<file path="src/rtl/mips_main_control_if.sv">
`default_nettype none
// ============================================================================
// Module      : mips_main_control_if
// Description : Bundle between the multicycle main-control FSM and the MIPS
//               datapath / memory. The controller (master) receives the opcode
//               and the memory-ready handshake and drives every datapath
//               strobe plus the debug/status outputs.
//   Ports (master view):
//     op[5:0]        in   opcode from the instruction register
//     mem_ready      in   memory completes current MemRead/MemWrite
//     PCWriteCond    out  PC write qualified by ALU zero
//     PCWrite        out  unconditional PC write
//     PCSource[1:0]  out  00 ALU result, 01 ALU register, 10 jump target
//     IorD           out  memory address select: 0 PC, 1 ALU register
//     MemRead        out  memory read strobe
//     MemWrite       out  memory write strobe
//     MemToReg       out  write-back select: 0 ALU register, 1 memory data
//     IRWrite        out  instruction register load
//     RegWrite       out  register file write
//     RegDst         out  write address select: 0 rt, 1 rd
//     ALUSrcA        out  ALU A select: 0 PC, 1 A register
//     ALUSrcB[1:0]   out  00 B, 01 const 4, 10 sign-ext imm, 11 imm<<2
//     ALUOp[1:0]     out  00 add, 01 sub, 10 decode by funct
//     illegal        out  sticky unsupported-opcode flag
//     state[3:0]     out  current FSM state (debug)
//     instret        out  retired-instruction count, CNT_W bits
// Revision    : 1.0 - initial release
// ============================================================================
interface mips_main_control_if #(
  parameter int CNT_W = 32
);
  logic [5:0]       op;
  logic             mem_ready;
  logic             PCWriteCond;
  logic             PCWrite;
  logic [1:0]       PCSource;
  logic             IorD;
  logic             MemRead;
  logic             MemWrite;
  logic             MemToReg;
  logic             IRWrite;
  logic             RegWrite;
  logic             RegDst;
  logic             ALUSrcA;
  logic [1:0]       ALUSrcB;
  logic [1:0]       ALUOp;
  logic             illegal;
  logic [3:0]       state;
  logic [CNT_W-1:0] instret;

  modport master (
    input  op, mem_ready,
    output PCWriteCond, PCWrite, PCSource, IorD, MemRead, MemWrite,
           MemToReg, IRWrite, RegWrite, RegDst, ALUSrcA, ALUSrcB, ALUOp,
           illegal, state, instret
  );

  modport slave (
    output op, mem_ready,
    input  PCWriteCond, PCWrite, PCSource, IorD, MemRead, MemWrite,
           MemToReg, IRWrite, RegWrite, RegDst, ALUSrcA, ALUSrcB, ALUOp,
           illegal, state, instret
  );
endinterface
`default_nettype wire

</file>
<file path="src/rtl/mips_main_control.sv">
`default_nettype none
// ============================================================================
// Module      : mips_main_control
// Description : Multicycle MIPS main-control FSM (R-type, lw, sw, beq, j,
//               addi). Moore control strobes, except that IRWrite/PCWrite in
//               FETCH are qualified by mem_ready. Memory states hold until
//               mem_ready. Counts retired instructions in instret.
//   Ports:
//     clk    in   rising-edge clock
//     reset  in   asynchronous active-low reset
//     bus    master modport of mips_main_control_if (opcode, handshake,
//            all control strobes, illegal, state, instret)
// Revision    : 1.0 - initial release
// ============================================================================
module mips_main_control #(
  parameter int CNT_W = 32
) (
  input  wire logic             clk,
  input  wire logic             reset,
  mips_main_control_if.master   bus
);

  typedef enum logic [3:0] {
    FETCH   = 4'd0,
    DECODE  = 4'd1,
    MEMADR  = 4'd2,
    MEMRD   = 4'd3,
    MEMWB   = 4'd4,
    MEMWR   = 4'd5,
    EXEC    = 4'd6,
    ALUWB   = 4'd7,
    BRANCH  = 4'd8,
    JUMP    = 4'd9,
    ADDIEX  = 4'd10,
    ADDIWB  = 4'd11,
    ILLEGAL = 4'd12
  } state_t;

  localparam logic [5:0] c_OP_RTYPE = 6'b000000;
  localparam logic [5:0] c_OP_LW    = 6'b100011;
  localparam logic [5:0] c_OP_SW    = 6'b101011;
  localparam logic [5:0] c_OP_BEQ   = 6'b000100;
  localparam logic [5:0] c_OP_J     = 6'b000010;
  localparam logic [5:0] c_OP_ADDI  = 6'b001000;

  state_t           r_state;
  state_t           w_nextState;
  logic [CNT_W-1:0] r_instret;
  logic             r_illegal;
  logic             w_retire;

  logic       w_pcWriteCond, w_pcWrite, w_iorD, w_memRead, w_memWrite;
  logic       w_memToReg, w_irWrite, w_regWrite, w_regDst, w_aluSrcA;
  logic [1:0] w_pcSource, w_aluSrcB, w_aluOp;

  always_ff @(posedge clk or negedge reset) begin
    if (!reset) begin
      r_state   <= FETCH;
      r_instret <= '0;
      r_illegal <= 1'b0;
    end else begin
      r_state <= w_nextState;
      if (w_retire) begin
        r_instret <= r_instret + CNT_W'(1);
      end
      if (w_nextState == ILLEGAL) begin
        r_illegal <= 1'b1;
      end
    end
  end

  always_comb begin
    w_nextState   = r_state;
    w_retire      = 1'b0;
    w_pcWriteCond = 1'b0;
    w_pcWrite     = 1'b0;
    w_pcSource    = 2'b00;
    w_iorD        = 1'b0;
    w_memRead     = 1'b0;
    w_memWrite    = 1'b0;
    w_memToReg    = 1'b0;
    w_irWrite     = 1'b0;
    w_regWrite    = 1'b0;
    w_regDst      = 1'b0;
    w_aluSrcA     = 1'b0;
    w_aluSrcB     = 2'b00;
    w_aluOp       = 2'b00;
    case (r_state)
      FETCH: begin
        w_memRead = 1'b1;
        w_aluSrcB = 2'b01;
        // The IR load and PC+4 update only happen in the cycle the memory
        // actually returns the instruction.
        if (bus.mem_ready) begin
          w_irWrite   = 1'b1;
          w_pcWrite   = 1'b1;
          w_nextState = DECODE;
        end
      end
      DECODE: begin
        w_aluSrcB = 2'b11;
        case (bus.op)
          c_OP_LW, c_OP_SW: w_nextState = MEMADR;
          c_OP_RTYPE:       w_nextState = EXEC;
          c_OP_BEQ:         w_nextState = BRANCH;
          c_OP_J:           w_nextState = JUMP;
          c_OP_ADDI:        w_nextState = ADDIEX;
          default:          w_nextState = ILLEGAL;
        endcase
      end
      MEMADR: begin
        w_aluSrcA   = 1'b1;
        w_aluSrcB   = 2'b10;
        w_nextState = (bus.op == c_OP_SW) ? MEMWR : MEMRD;
      end
      MEMRD: begin
        w_memRead = 1'b1;
        w_iorD    = 1'b1;
        if (bus.mem_ready) w_nextState = MEMWB;
      end
      MEMWB: begin
        w_regWrite  = 1'b1;
        w_memToReg  = 1'b1;
        w_retire    = 1'b1;
        w_nextState = FETCH;
      end
      MEMWR: begin
        w_memWrite = 1'b1;
        w_iorD     = 1'b1;
        if (bus.mem_ready) begin
          w_retire    = 1'b1;
          w_nextState = FETCH;
        end
      end
      EXEC: begin
        w_aluSrcA   = 1'b1;
        w_aluOp     = 2'b10;
        w_nextState = ALUWB;
      end
      ALUWB: begin
        w_regWrite  = 1'b1;
        w_regDst    = 1'b1;
        w_retire    = 1'b1;
        w_nextState = FETCH;
      end
      BRANCH: begin
        w_aluSrcA     = 1'b1;
        w_aluOp       = 2'b01;
        w_pcWriteCond = 1'b1;
        w_pcSource    = 2'b01;
        w_retire      = 1'b1;
        w_nextState   = FETCH;
      end
      JUMP: begin
        w_pcWrite   = 1'b1;
        w_pcSource  = 2'b10;
        w_retire    = 1'b1;
        w_nextState = FETCH;
      end
      ADDIEX: begin
        w_aluSrcA   = 1'b1;
        w_aluSrcB   = 2'b10;
        w_nextState = ADDIWB;
      end
      ADDIWB: begin
        w_regWrite  = 1'b1;
        w_retire    = 1'b1;
        w_nextState = FETCH;
      end
      ILLEGAL: w_nextState = ILLEGAL;
      // Encodings 13-15 recover to FETCH without retiring anything.
      default: w_nextState = FETCH;
    endcase
  end

  // Strobes are gated by reset so FETCH's MemRead etc. never leak out while
  // reset is held low.
  assign bus.PCWriteCond = reset & w_pcWriteCond;
  assign bus.PCWrite     = reset & w_pcWrite;
  assign bus.PCSource    = reset ? w_pcSource : 2'b00;
  assign bus.IorD        = reset & w_iorD;
  assign bus.MemRead     = reset & w_memRead;
  assign bus.MemWrite    = reset & w_memWrite;
  assign bus.MemToReg    = reset & w_memToReg;
  assign bus.IRWrite     = reset & w_irWrite;
  assign bus.RegWrite    = reset & w_regWrite;
  assign bus.RegDst      = reset & w_regDst;
  assign bus.ALUSrcA     = reset & w_aluSrcA;
  assign bus.ALUSrcB     = reset ? w_aluSrcB : 2'b00;
  assign bus.ALUOp       = reset ? w_aluOp : 2'b00;
  assign bus.illegal     = r_illegal;
  assign bus.state       = r_state;
  assign bus.instret     = r_instret;

endmodule
`default_nettype wire

</file>
<file path="src/flat_wrapper.sv">
// flat-port wrapper written by rule: the top's interface ports become plain ports
module mips_main_control_flat 
#(
  parameter int CNT_W = 32
)
  (clk, reset, bus_op, bus_mem_ready, bus_PCWriteCond, bus_PCWrite, bus_PCSource, bus_IorD, bus_MemRead, bus_MemWrite, bus_MemToReg, bus_IRWrite, bus_RegWrite, bus_RegDst, bus_ALUSrcA, bus_ALUSrcB, bus_ALUOp, bus_illegal, bus_state, bus_instret);
  mips_main_control_if #(.CNT_W(CNT_W)) bus_i ();
  input  wire logic clk;
  input  wire logic reset;
  input wire logic [$bits(bus_i.op)-1:0] bus_op;
  input wire logic [$bits(bus_i.mem_ready)-1:0] bus_mem_ready;
  output wire logic [$bits(bus_i.PCWriteCond)-1:0] bus_PCWriteCond;
  output wire logic [$bits(bus_i.PCWrite)-1:0] bus_PCWrite;
  output wire logic [$bits(bus_i.PCSource)-1:0] bus_PCSource;
  output wire logic [$bits(bus_i.IorD)-1:0] bus_IorD;
  output wire logic [$bits(bus_i.MemRead)-1:0] bus_MemRead;
  output wire logic [$bits(bus_i.MemWrite)-1:0] bus_MemWrite;
  output wire logic [$bits(bus_i.MemToReg)-1:0] bus_MemToReg;
  output wire logic [$bits(bus_i.IRWrite)-1:0] bus_IRWrite;
  output wire logic [$bits(bus_i.RegWrite)-1:0] bus_RegWrite;
  output wire logic [$bits(bus_i.RegDst)-1:0] bus_RegDst;
  output wire logic [$bits(bus_i.ALUSrcA)-1:0] bus_ALUSrcA;
  output wire logic [$bits(bus_i.ALUSrcB)-1:0] bus_ALUSrcB;
  output wire logic [$bits(bus_i.ALUOp)-1:0] bus_ALUOp;
  output wire logic [$bits(bus_i.illegal)-1:0] bus_illegal;
  output wire logic [$bits(bus_i.state)-1:0] bus_state;
  output wire logic [$bits(bus_i.instret)-1:0] bus_instret;
  assign bus_i.op = bus_op;
  assign bus_i.mem_ready = bus_mem_ready;
  assign bus_PCWriteCond = bus_i.PCWriteCond;
  assign bus_PCWrite = bus_i.PCWrite;
  assign bus_PCSource = bus_i.PCSource;
  assign bus_IorD = bus_i.IorD;
  assign bus_MemRead = bus_i.MemRead;
  assign bus_MemWrite = bus_i.MemWrite;
  assign bus_MemToReg = bus_i.MemToReg;
  assign bus_IRWrite = bus_i.IRWrite;
  assign bus_RegWrite = bus_i.RegWrite;
  assign bus_RegDst = bus_i.RegDst;
  assign bus_ALUSrcA = bus_i.ALUSrcA;
  assign bus_ALUSrcB = bus_i.ALUSrcB;
  assign bus_ALUOp = bus_i.ALUOp;
  assign bus_illegal = bus_i.illegal;
  assign bus_state = bus_i.state;
  assign bus_instret = bus_i.instret;
  mips_main_control #(.CNT_W(CNT_W)) u_core (.clk(clk), .reset(reset), .bus(bus_i));
endmodule
</file>
<file path="config.mk">
export PLATFORM = sky130hd
export DESIGN_NAME = mips_main_control_flat
export DESIGN_NICKNAME = d
export VERILOG_FILES = /design/src/rtl/mips_main_control_if.sv /design/src/rtl/mips_main_control.sv /design/src/flat_wrapper.sv
export SDC_FILE = /design/constraint.sdc
export NUM_CORES = 1
export LEC_CHECK = 0
export CAP_MARGIN = 30
export CORE_AREA = 5 5 82 84
export DETAILED_ROUTE_END_ITERATION = 10
export DIE_AREA = 0 0 87 89
export HOLD_SLACK_MARGIN = 0.05
export PLACE_DENSITY = 0.69
export SYNTH_ARGS = -nofsm -noshare
export SYNTH_HDL_FRONTEND = slang
export SYNTH_SLANG_ARGS = --single-unit
</file>
<file path="constraint.sdc">
create_clock -name clk -period 1.6 [get_ports clk]
set_input_delay 0.16 -clock clk [delete_from_list [all_inputs] [get_ports clk]]
set_output_delay 0.16 -clock clk [all_outputs]
set_load 0.02 [all_outputs]
</file>
After elaboration in Yosys (flattened, before gate mapping)
Index checks and enable logic that the tools add are counted.
{"block": "word_totals", "in_bits": 9, "output_inout_bits": 53, "reg_bits": 37, "wordCells": 65}
{"block": "op_classes", "bitwise_logic": 10, "reduce_logical": 9, "n_mux": 24, "eq_ne": 18, "add_sub_neg": 1}
{"op": "$add A32 B1 Y32 const B", "count": 1}
{"op": "$pmux W4 S8", "count": 1}
{"op": "$eq A4 B4 Y1 const B", "count": 6}
{"op": "$pmux W4 S5", "count": 1}
{"op": "$eq A4 B3 Y1 const B", "count": 4}
{"op": "$eq A6 B6 Y1 const B", "count": 2}
{"op": "$mux W4", "count": 3}
{"op": "$and A1 B1 Y1", "count": 10}
{"op": "$mux W1", "count": 10}
{"op": "$eq A4 B2 Y1 const B", "count": 2}
{"op": "$pmux W2 S2", "count": 2}
{"op": "$reduce_or A2 Y1", "count": 4}
{"op": "$eq A6 B2 Y1 const B", "count": 1}
{"op": "$eq A6 B3 Y1 const B", "count": 1}
{"op": "$eq A6 B4 Y1 const B", "count": 1}
{"op": "$logic_not A6 Y1", "count": 1}
{"op": "$mux W2", "count": 3}
{"op": "$pmux W2 S3", "count": 1}
{"op": "$reduce_or A5 Y1", "count": 1}
{"op": "$eq A4 B1 Y1 const B", "count": 1}
{"op": "$logic_not A4 Y1", "count": 1}
{"op": "$pmux W1 S2", "count": 2}
{"op": "$reduce_or A4 Y1", "count": 1}
{"op": "$mux W3", "count": 1}
{"op": "$reduce_or A3 Y1", "count": 1}

Longest topological paths before layout
{"block": "logic_depth", "depth_word": 5, "ltp_mapped": 7, "ltp_nobuf": 6}

Least setup slack after synthesis
No wires, ideal clock.
{"block": "synth_path", "path_kind": "reg2out", "start": "register u_core.r_state[1], in the netlist u_core.bus.state[1]", "end": "output bus_ALUSrcA", "t_arrival_ns": 1.807, "path_stages_with_launch": 5, "setup_slack_ns": -0.367, "t_required_ns": 1.440, "n_path_buf": 2, "path_cell_list": "dfrtp_1 > buf_2 > buf_1 > nor2_1 > nor4b_1"}
{"block": "synth_via", "elab_chain_len": 4, "word_cells_on_any_way": 7, "cone_classes": "4 x eq/ne; 1 x mux; 1 x bitwise; 1 x reduce/logical"}
{"element": "start, declared", "line": "mips_main_control.sv:46", "rtl": "state_t r_state;"}
{"element": "start signal, assigned", "line": "mips_main_control.sv:62", "rtl": "r_state <= w_nextState;"}
{"element": "$eq A4 B4 Y1, or another cell as far along", "line": "mips_main_control.sv:88", "rtl": "case (r_state)"}
{"element": "$reduce_or A4 Y1 (no source line) (*)"}
{"element": "$mux W1 (*)", "line": "mips_main_control.sv:88"}
{"element": "$and A1 B1 Y1 (*)", "line": "mips_main_control.sv:188", "rtl": "assign bus.ALUSrcA = reset & w_aluSrcA;"}
{"element": "end, declared", "line": "flat_wrapper.sv:22", "rtl": "output wire logic [$bits(bus_i.ALUSrcA)-1:0] bus_ALUSrcA;"}
Every way passes the cells marked *; elsewhere a longest branch is shown, timed or not.

Final worst setup path
{"block": "layout_path", "start": "register u_core.r_state[0], in the netlist u_core.bus.state[0]", "end": "output bus_PCWrite"}
{"block": "layout_via", "elab_chain_len": 3, "word_cells_on_any_way": 4, "cone_classes": "1 x eq/ne; 1 x mux; 1 x bitwise; 1 x reduce/logical"}
{"element": "$eq A4 B4 Y1 or $logic_not A4 Y1 (tied branches)", "line": "mips_main_control.sv:88"}
{"element": "$pmux W1 S2 (*)", "line": "mips_main_control.sv:88"}
{"element": "$and A1 B1 Y1 (*)", "line": "mips_main_control.sv:179", "rtl": "assign bus.PCWrite = reset & w_pcWrite;"}
{"element": "end, declared", "line": "flat_wrapper.sv:13", "rtl": "output wire logic [$bits(bus_i.PCWrite)-1:0] bus_PCWrite;"}
Marks and branches as above.

==> impl_metrics.json <==
{
  "drv_slew": 0,
  "synth_top_area_cell": "sky130_fd_sc_hd__dfrtp_1",
  "layout_setup_ws_ns": -0.143,
  "yosys_warnings": 0,
  "post-layout-total-power_mw": 4.69,
  "whs_ns": 0.160,
  "grt.total_usage_pct": 16.4,
  "first_global_vias": 2091,
  "status": "finished with violations",
  "via_count": 2183,
  "clock_sinks": 37,
  "setup_repair_after_global_routing_missed_its_margin": "yes",
  "clock_tree.buffer_depth": 2,
  "cp.buffers_inverters": 3,
  "final-setup-viol-count": 25,
  "antenna_found_initial": 0,
  "ys_top_cells_by_area": "sky130_fd_sc_hd__dfrtp_1 (41%), sky130_fd_sc_hd__xnor2_1 (7.3%), sky130_fd_sc_hd__nor4_2 (6.6%), sky130_fd_sc_hd__xor2_1 (5.8%), sky130_fd_sc_hd__nand4_1 (3.8%)",
  "antenna_left": 0,
  "internal_power_contribution_mw": 2.89,
  "worst-path-max-fanout": 4,
  "worst_path_arrival_time_ns": 1.58,
  "synth-edff-count": 0,
  "dp.cells": 395,
  "detailed_place.area_um2": 3410,
  "fill_cells": 439,
  "netlist_instances": 221,
  "drive_above_1_share_pct": 48.9,
  "synth_top_cells_by_count": "sky130_fd_sc_hd__dfrtp_1 (37), sky130_fd_sc_hd__xnor2_1 (19), sky130_fd_sc_hd__nor2_1 (17)",
  "std_cell_rows": 28,
  "ctsRootBufferMaster": "sky130_fd_sc_hd__clkbuf_8",
  "utilization_pct": 68.1,
  "wl_per_cell_um": 15.0,
  "finClkSkew_ns": 0.00988,
  "cts_max_level": 2,
  "worst_ep_required_time_ns": 1.44,
  "clock_transition_time_at_the_flip_flop_clock_pins_of_the_worst_setup_and_hold_paths_ns": 0.08,
  "clock_power_share_pct": 15.5,
  "critical-path-top-delay-family": "buffers and inverters",
  "place.gp.congestion": 0.780,
  "antenna_cells_inserted": 0,
  "dp_hpwl_um": 4290,
  "slowest_delay_ns": 0.43,
  "static_power_due_to_leakage_nw": 1.97,
  "max-vdd-ir-drop_uv": 794,
  "drc": 0,
  "end_kind": "output port",
  "die-area_um2": 7740,
  "worst_slew_pin_tran_ns": 0.389,
  "chipHeight_um": 89,
  "peak_clock_frequency_supported_by_timing_ghz": 0.574,
  "detail_route.vias_per_cell": 5.09,
  "layoutNonFillerInstCount": 429,
  "totalWireLength_um": 6420,
  "seq_area_um2": 942,
  "multi_input_area_um2": 1590,
  "ys_seq_area_share_pct": 40.6,
  "io_buffers": 61,
  "layout.cell_area.non_filler_um2": 3980,
  "synthArstFlopShare_pct": 100,
  "synthesis.nets": 231,
  "finalCriticalPeriod_ns": 1.74,
  "switching_share_pct": 38.4,
  "area_grow_syn2layout_pct": 74.8,
  "failing_checks": "negative setup slack",
  "worstHoldPathType": "input pin to asynchronous set/reset pin",
  "ys_seq_elements": 37,
  "final_hold_vios": 0,
  "power.sequential.fraction_pct": 26.5,
  "ys.flop_type": "sky130_fd_sc_hd__dfrtp_1",
  "critPathKind": "flop to output port",
  "gr-total-overflow": 0,
  "synth.avg_cell_area_um2": 10.3,
  "preCtsSetupSlack_ns": -0.202,
  "total_negative_slack_for_setup_checks_ns": -0.946,
  "detailedRoute.firstIterationViolations": 84,
  "critPathSlowestCell": "sky130_fd_sc_hd__dfrtp_2",
  "cts_buffer_count": 5,
  "cp-start-kind": "flop",
  "synth.lib_cells_used.distinct": 54,
  "total_net_switching_power_mw": 1.80,
  "pwr_density_cell_nw_per_um2": 1180,
  "tritoncts": "yes",
  "design.final.nets": 363,
  "synthesis.area_um2": 2280,
  "crit_chain": "buf_4 > buf_4 > nand2b_4 > nor2_2 > or2_2 > buf_6",
  "synth.top_cell.area_share_pct": 40.6,
  "slew_headroom_pct": 74.0,
  "maxCapViolCount": 0,
  "fin_crit_sh_pct": 109,
  "initial_utilization_pct": 38.9,
  "grt_pass1_wl_um": 10100,
  "coreArea_um2": 5850,
  "share_comb_of_total_power_pct": 58.1,
  "die_x_um": 87,
  "firstDrtPassIters": 4,
  "floorplan.io_pins": 62,
  "grt_max_degree": 31,
  "clk-insertion-delay-late_ns": 0.29,
  "yosys.cell_count.top_type": "sky130_fd_sc_hd__dfrtp_1",
  "critical-path-top-cell-by-count": "sky130_fd_sc_hd__buf_4"
}
[tightest hold or removal path: cells and delay by family]
kind | cells | cell delay, ns
buffers and inverters | 3 | 0.64
[layout by cell type, fill, tap and decap left out, types with 8 or more instances in the layout]
cell	count
sky130_fd_sc_hd__xor2_1	15
sky130_fd_sc_hd__buf_6	18
sky130_fd_sc_hd__dfrtp_2	13
sky130_fd_sc_hd__nand4_1	14
sky130_fd_sc_hd__nor4_4	13
sky130_fd_sc_hd__nand2_1	12
sky130_fd_sc_hd__dfrtp_1	24
sky130_fd_sc_hd__nor2_1	10
sky130_fd_sc_hd__buf_4	66
sky130_fd_sc_hd__xnor2_1	18
sky130_fd_sc_hd__dlygate4sd2_1	8
sky130_fd_sc_hd__clkdlybuf4s50_1	32
[layout make-up]
| type | instances | share of cell area [%] |
|---|---|---|
| Tap cell | 75 | 2.36 |
| Sequential cell | 37 | 23.7 |
| Timing Repair Buffer | 135 | 30.8 |
| Inverter | 8 | 0.754 |
| Multi-Input combinational cell | 166 | 39.9 |
| Clock inverter | 1 | 0.126 |
| Clock buffer | 7 | 2.42 |
[cell families (layout without fill, tap and decap cells)]
| kind of cell | Yosys count | count (layout) | synth area share, % |
|---|---|---|---|
| AND/OR/NAND/NOR | 112 | 112 | 35.0 |
| flip-flops | 37 | 37 | 40.6 |
| XOR/XNOR | 34 | 34 | 13.1 |
| AO/OA/AOI/OAI | 18 | 18 | 5.93 |
| buffers and inverters | 18 | 151 | 4.34 |
| adder cells (fa/ha/maj) | 1 | 1 | 0.549 |
| multiplexers | 1 | 1 | 0.494 |
[sequential cells by signal, summed over array words and instances, names as in the netlist]
register / cells
u_core.bus.instret: 32
u_core.bus.state: 4
u_core.bus.illegal: 1
[per-layer routing]
metal	global-route usage [%]	part of all wire [%]	vias up
met1	22.3	46	1077
li1	-	-	1054
met4	2.97	1.1	0
met3	4.61	5.1	8
met2	26.6	47	44
met5	0	0	-
[path summary, 6_finish.rpt]
| check | from | end | slack (ns) | depth (start not counted) |
|---|---|---|---|---|
| worst max-delay path | u_core.bus.state[0]$_DFF_PN0_ | bus_PCWrite | -0.14 | 6 |
| worst min-delay path | reset | u_core.bus.instret[30]$_DFFE_PN0P_ | 0.16 | 3 |
| worst max register to register | u_core.bus.state[0]$_DFF_PN0_ | u_core.bus.instret[17]$_DFFE_PN0P_ | -0.08 | 8 |
| worst min register to register | u_core.bus.instret[31]$_DFFE_PN0P_ | u_core.bus.instret[31]$_DFFE_PN0P_ | 0.46 | 1 |
| min in group clk | u_core.bus.instret[31]$_DFFE_PN0P_ | u_core.bus.instret[31]$_DFFE_PN0P_ | 0.46 | 1 |
| max in group asynchronous | reset | u_core.bus.instret[15]$_DFFE_PN0P_ | 1.01 | 3 |
[power groups by stage]
| stage | logic [mW] | registers (mW) | clock network [mW] |
|---|---|---|---|
| 4_1_cts | 2.13 | 1.29 | 0.733 |
| 6_report | 2.73 | 1.24 | 0.725 |
| 5_1_grt | 2.91 | 1.26 | 0.773 |
| 3_3_place_gp | 2.03 | 1.32 | 0 |
| 3_5_place_dp | 2.06 | 1.32 | 0 |
| 2_1_floorplan | 0.955 | 1.40 | 0 |
[what timing repair did]
action / in CTS / in global routing
cloned: 1 / 0
resized for setup: 90 / 72
buffers inserted: 7 / 17
setup endpoints to repair: 42 / 52
pin swaps: 21 / 28
hold buffers: 1 / 0
hold endpoints to repair: 37 / 0
Power figures use the tool's default switching activity.
